**config.mk**
```make
export PLATFORM = sky130hd
export DESIGN_NAME = fwd_opti
export DESIGN_NICKNAME = d
export VERILOG_FILES = /design/src/rtl/fwd_opti_pkg.sv /design/src/rtl/fwd_match.sv /design/src/rtl/fwd_opti.sv
export SDC_FILE = /design/constraint.sdc
export NUM_CORES = 1
export LEC_CHECK = 0
export BUFFER_PORTS_ARGS = -buffer_cell sky130_fd_sc_hd__buf_4
export CAP_MARGIN = 40
export CORE_MARGIN = 4
export CORE_UTILIZATION = 45
export DETAILED_ROUTE_END_ITERATION = 10
export HOLD_SLACK_MARGIN = 0.05
export PLACE_DENSITY_LB_ADDON = 0.2
export SYNTH_ARGS = -nofsm -noshare
export SYNTH_HDL_FRONTEND = slang
export SYNTH_SLANG_ARGS = --single-unit
```
**constraint.sdc**
```tcl
create_clock -name clk -period 4.38 [get_ports clk]
set_input_delay 0.657 -clock clk [delete_from_list [all_inputs] [get_ports clk]]
set_output_delay 0.657 -clock clk [all_outputs]
set_load 0.03 [all_outputs]
```
**src/rtl/fwd_opti_pkg.sv**
```systemverilog
// opti_pkg: shared types and constants for the fwd_opti forwarding block.
//   REG_IDX_W   register index width
//   ENTRY_XLEN  width of the data field carried in each tracked stage
//   SRC_RF      forward-source code meaning "register file"
//   fwd_entry_t one tracked pending-writeback stage
package opti_pkg;

    localparam int REG_IDX_W  = 5;
    localparam int ENTRY_XLEN = 32;
    localparam int SRC_RF     = 0;

    typedef struct packed {
        logic                  valid;
        logic [REG_IDX_W-1:0]  rd;
        logic                  is_load;
        logic                  ready;
        logic [ENTRY_XLEN-1:0] data;
    } fwd_entry_t;

    localparam fwd_entry_t FWD_BUBBLE = '0;

    // x0 is hardwired, so an entry targeting it never produces a value.
    function automatic logic is_writer(input fwd_entry_t e);
        return e.valid && (e.rd != '0);
    endfunction

endpackage

```
**src/rtl/fwd_match.sv**
```systemverilog
// fwd_match: combinational priority matcher for one source operand.
// Picks the youngest (lowest index) stage writing the requested register.
//   stages   in   tracked stage entries, index 0 = youngest
//   rs       in   source register index
//   rf_data  in   register-file read data for rs
//   value    out  forwarded operand (rf_data when nothing matches)
//   src      out  0 = register file, k+1 = stage Sk
//   hazard   out  the matching stage holds a result that is not ready yet
module fwd_match
    import opti_pkg::*;
#(
    parameter int NFWD = 3,
    parameter int XLEN = 32,
    parameter int SRCW = $clog2(NFWD + 1)
) (
    input  fwd_entry_t [NFWD-1:0] stages,
    input  logic [REG_IDX_W-1:0]  rs,
    input  logic [XLEN-1:0]       rf_data,
    output logic [XLEN-1:0]       value,
    output logic [SRCW-1:0]       src,
    output logic                  hazard
);

    logic found;
    logic load_flags_unused;

    always_comb begin
        value  = rf_data;
        src    = SRCW'(SRC_RF);
        hazard = 1'b0;
        found  = 1'b0;
        for (int k = 0; k < NFWD; k++) begin
            if (!found && is_writer(stages[k]) && (stages[k].rd == rs)) begin
                found = 1'b1;
                src   = SRCW'(k + 1);
                if (stages[k].ready) begin
                    value = stages[k].data[XLEN-1:0];
                end else begin
                    hazard = 1'b1;
                end
            end
        end
    end

    // is_load only steers the shift pipeline; readiness is all the matcher needs.
    always_comb begin
        load_flags_unused = 1'b0;
        for (int k = 0; k < NFWD; k++) begin
            load_flags_unused = load_flags_unused ^ stages[k].is_load;
        end
    end

endmodule

```
**src/rtl/fwd_opti.sv**
```systemverilog
// fwd_opti: operand forwarding, load-use hazard detection and writeback
// drive for the RV32 pipeline, between decode/regfile and ALU/memory.
//   clk, rst                    clock, async active-high reset
//   ex_*                        execute-stage instruction description
//   flush                       kill the execute-stage instruction
//   a_sel, b_sel                operand source selects (pc / imm)
//   rf_rs1, rf_rs2, pc, imm     candidate operand values
//   ex_result, mem_rdata        ALU result in EX, load data for S0
//   brun                        unsigned branch compare
//   reg1, reg2, data_w          ALU operands and store data
//   breq, brlt                  branch compare of forwarded operands
//   stall                       hold fetch/decode/execute
//   fwd1_src, fwd2_src          forward-source debug codes
//   wb_en, wb_rd, wb_data       register-file writeback from S[NFWD-1]
module fwd_opti
    import opti_pkg::*;
#(
    parameter int XLEN = 32,
    parameter int NFWD = 3,
    parameter int SRCW = $clog2(NFWD + 1)
) (
    input  logic                 clk,
    input  logic                 rst,
    input  logic                 ex_valid,
    input  logic [REG_IDX_W-1:0] ex_rs1,
    input  logic [REG_IDX_W-1:0] ex_rs2,
    input  logic [REG_IDX_W-1:0] ex_rd,
    input  logic                 ex_wen,
    input  logic                 ex_is_load,
    input  logic                 flush,
    input  logic                 a_sel,
    input  logic                 b_sel,
    input  logic [XLEN-1:0]      rf_rs1,
    input  logic [XLEN-1:0]      rf_rs2,
    input  logic [XLEN-1:0]      pc,
    input  logic [XLEN-1:0]      imm,
    input  logic [XLEN-1:0]      ex_result,
    input  logic [XLEN-1:0]      mem_rdata,
    input  logic                 brun,
    output logic [XLEN-1:0]      reg1,
    output logic [XLEN-1:0]      reg2,
    output logic [XLEN-1:0]      data_w,
    output logic                 breq,
    output logic                 brlt,
    output logic                 stall,
    output logic [SRCW-1:0]      fwd1_src,
    output logic [SRCW-1:0]      fwd2_src,
    output logic                 wb_en,
    output logic [REG_IDX_W-1:0] wb_rd,
    output logic [XLEN-1:0]      wb_data
);

    fwd_entry_t [NFWD-1:0] st_q;
    fwd_entry_t [NFWD-1:0] st_d;

    logic [XLEN-1:0] fwd_rs1;
    logic [XLEN-1:0] fwd_rs2;
    logic            haz_rs1;
    logic            haz_rs2;

    fwd_match #(.NFWD(NFWD), .XLEN(XLEN), .SRCW(SRCW)) u_match_rs1 (
        .stages  (st_q),
        .rs      (ex_rs1),
        .rf_data (rf_rs1),
        .value   (fwd_rs1),
        .src     (fwd1_src),
        .hazard  (haz_rs1)
    );

    fwd_match #(.NFWD(NFWD), .XLEN(XLEN), .SRCW(SRCW)) u_match_rs2 (
        .stages  (st_q),
        .rs      (ex_rs2),
        .rf_data (rf_rs2),
        .value   (fwd_rs2),
        .src     (fwd2_src),
        .hazard  (haz_rs2)
    );

    // rs2 hazard stalls even with b_sel=1: store data and branch compare use it.
    assign stall = ex_valid && !flush && (haz_rs1 || haz_rs2);

    assign reg1   = a_sel ? pc  : fwd_rs1;
    assign reg2   = b_sel ? imm : fwd_rs2;
    assign data_w = fwd_rs2;
    assign breq   = (fwd_rs1 == fwd_rs2);
    assign brlt   = brun ? (fwd_rs1 < fwd_rs2) : ($signed(fwd_rs1) < $signed(fwd_rs2));

    always_comb begin
        st_d = st_q;

        if (stall || flush || !ex_valid || !ex_wen) begin
            st_d[0] = FWD_BUBBLE;
        end else begin
            st_d[0].valid   = 1'b1;
            st_d[0].rd      = ex_rd;
            st_d[0].is_load = ex_is_load;
            st_d[0].ready   = !ex_is_load;
            st_d[0].data    = ENTRY_XLEN'(ex_result);
        end

        for (int k = 1; k < NFWD; k++) begin
            st_d[k] = st_q[k-1];
        end

        // Load data arrives while the load sits in S0 and is captured into S1.
        if (st_q[0].is_load) begin
            st_d[1].data  = ENTRY_XLEN'(mem_rdata);
            st_d[1].ready = 1'b1;
        end
    end

    always_ff @(posedge clk or posedge rst) begin
        if (rst) begin
            st_q <= '0;
        end else begin
            st_q <= st_d;
        end
    end

    assign wb_en   = is_writer(st_q[NFWD-1]);
    assign wb_rd   = st_q[NFWD-1].rd;
    assign wb_data = st_q[NFWD-1].data[XLEN-1:0];

endmodule

```
==> results.cfg <==
[setup_path]
r2r-end = st_q[22]
crit_path_end_kind = primary output
ff2ff_setup_slack_ns = 1.34
slowest_stage = or4_4
crit_buf_inv = 4
slowest_delay_ns = 0.68
path_cells = buf_4, buf_6, xnor2_2, nand3_2, or4_4, or4_4, buf_12, o221ai_4, o21ai_1, ha_1, a211oi_2, o31ai_1, a21oi_1, o221ai_2, a31oi_2, xor2_2, buf_6
cp_top_family = simple AND/OR/NAND/NOR gates
required_ns = 3.72
crit_start = ex_rs2[2]
crit_arrival_ns = 4.35
rr_worst_depth = 9
rr_startpoint = wb_rd[4]
cp_max_fo = 14
worstSetupStartpointType = input pin
crit_type = input pin to primary output

[worst_hold_path]
hp-class = input pin to async pin

[placement]
place_hpwl_um = 27700
gp_congestion = 0.958
numPortBuffers = 356

[floorplan]
dieArea_um2 = 22200
die_height_um = 149
die_w_um = 149
start_util_pct = 45.8
placementRows = 51
core_um2 = 19500
io_pins = 357

[timing]
hold_viol = 0
fin_tns_setup_ns = -1.09
worstMarginPinSlew_ns = 0.722
slew_headroom_pct = 51.9
period_needed_ns = 5.00
clock.fmax_mhz = 200
setup_viol = 2
setup_ws_ns = -0.625
fin_skew_ns = 0.00780
rsz0062_at_grt = yes
period_share_pct = 114
drv_slew = 0

[logic_synthesis]
syn_nets = 1179
synth_cell_types = 64
synthCells = 931
synth_top_cell_area_share_pct = 33.0
ys_warn_count = 0
async_flop_share_pct = 100
syn_area_per_cell_um2 = 9.61
synth_ff_type = dfrtp_1
synth_area_leaders = dfrtp_1 (33%), mux2i_1 (6.7%), o221ai_2 (5.0%)
synthesis.area_um2 = 8950
synth.yosys.seq_area_share_pct = 33.0
ys_ff_latch = 118
synth_area_leader_cell = dfrtp_1
synth_enable_flop_cells = 0

[clock_network]
clk-insertion-delay-late_ns = 0.42
path_clk_slew_ns = 0.06
tritoncts = built
clock-root-buffer = clkbuf_16
cts.sinks = 118
clockBufferDepth = 2
htree_levels = 4
numCtsBuffers = 17
cts_hold_buf = 0

[pwr]
fin_total_pwr_mw = 3.57
p_leak_nw = 6.61
ir_worst_vdd_uv = 275
pwr_density_cell_nw_per_um2 = 254

[final_layout]
layout.nets = 1673
area_delta_synth_final_pct = 57.0
layout-drive-gt1-share_pct = 54.2
nFillCells = 1567
diodes = 0

[routing]
wl_um = 36600
drc = 0
drtAntennaViolNets = 0
via_per_inst = 5.63
dr.pass1.iters = 5
detail_route.iter0.violations = 454
wl_per_cell_um = 21.5
vias = 9584

[global_routing]
grt.total_usage_pct = 32.3
grt_busiest_layer = met2
grt_pass1_vias = 9980
gr-usage-met2_pct = 56.5
met1_usage_pct = 38.7
grt_max_degree = 65
overflow = 0
antenna_found_initial = 1
use_met3_pct = 7.41
grt_first_pass_wirelength_um = 55600

[job]
maxCapViolCount = 0

[outcome]
status = finished with violations
violations = setup timing
-- final cells by class --
cell class	count	area (µm²)	area share (%)
multi-input cells	666	5390	38.4
repair buffers	584	4600	32.7
flip-flops and latches	118	2960	21.0
clock buffers	19	453	3.22
well taps	265	332	2.36
clock inverters	13	171	1.22
inverters	38	145	1.03
-- cells in the mapped netlist, drive strengths merged (3+ instances only) --
library cell	number
o221ai	32
a21boi	29
nand2	80
a21o	7
nor3	41
o21ai	38
nor2	39
nand4	5
o221a	29
mux2	34
o31ai	31
buf	64
dlygate4sd3	3
dfrtp	118
xor2	6
nor3b	38
ha	32
nand3	12
a21oi	47
a31oi	3
or4	7
a22o	29
nor4	6
nand2b	3
mux2i	60
inv	38
o211ai	3
or3	6
xnor2	26
clkbuf	43
-- flip-flops by register name (all words and copies together), names as in the netlist --
name     count
st_q        35
wb_data     32
st_d        46
wb_rd        5
-- logic make-up after synthesis --
logic type | synth area share (%)
compound gates | 24.4
xor+xnor | 3.13
fa+ha+maj | 4.48
buf+inv | 9.51
flops | 33.0
mux | 11.0
simple gates | 14.5
-- placed cells by master, fill, tap and decap left out, types with 4 or more instances in the layout --
cell,Yosys,routed
a21boi_1,29,29
a21o_1,7,7
a21oi_1,46,44
a22o_1,16,16
a22o_2,13,13
buf_12,3,9
buf_4,43,563
buf_6,5,8
clkbuf_16,0,17
clkinvlp_4,0,5
dfrtp_1,118,116
ha_1,32,30
inv_1,38,36
mux2_2,34,34
mux2i_1,60,60
nand2_1,80,78
nand3_1,12,9
nand4_1,5,5
nor2_1,39,37
nor3_1,38,32
nor3_2,1,5
nor3_4,2,4
nor3b_1,38,38
nor4_1,4,4
o21ai_0,35,19
o21ai_1,0,15
o221a_2,29,29
o221ai_2,30,28
o31ai_1,30,29
or4_4,4,6
xnor2_1,26,22
xnor2_2,0,4
xor2_1,6,5
-- metrics by stage --
stage	std cells	hold WS (ns)	worst slack, ns	utilization (%)	instance area (µm²)
global placement	1654	0.357	-0.597	66.3	13000
finish	1703	0.159	-0.625	71.9	14000
floorplan	931	0.346	-0.117	-	8950
CTS	1701	0.150	-0.611	71.6	14000
global route	1703	0.151	-0.843	71.9	14000
detailed placement	1656	0.361	-0.681	66.6	13000
-- report_power, final --
| part | switching (mW) | leakage (nW) | internal [mW] |
|---|---|---|---|
| Sequential | 0.0372 | 1.61 | 1.13 |
| Combinational | 0.469 | 4.72 | 0.450 |
| Clock | 0.556 | 0.289 | 0.932 |
-- worst max-delay path by stage --
stage | to | slack, ns | cells after the start
after floorplan | brlt | -0.12 | 14
after global placement | brlt | -0.60 | 17
after detailed placement | brlt | -0.68 | 17
after CTS | brlt | -0.61 | 16
after global routing | brlt | -0.84 | 16
final | brlt | -0.62 | 17
-- per-layer routing --
layer / up-vias / share of wire (%)
li1: 4428 / -
met1: 4680 / 39
met2: 402 / 50
met3: 72 / 7.6
met4: 2 / 3.2
met5: - / 0.035
-- what timing repair did --
item	4_1_cts	5_1_grt
buffers inserted	12	2
resized for setup	51	14
hold endpoints to repair	0	0
pin swaps	28	10
endpoints found under the setup margin	2	3
cloned	3	0
No activity file was read; power rests on OpenSTA's default activity.
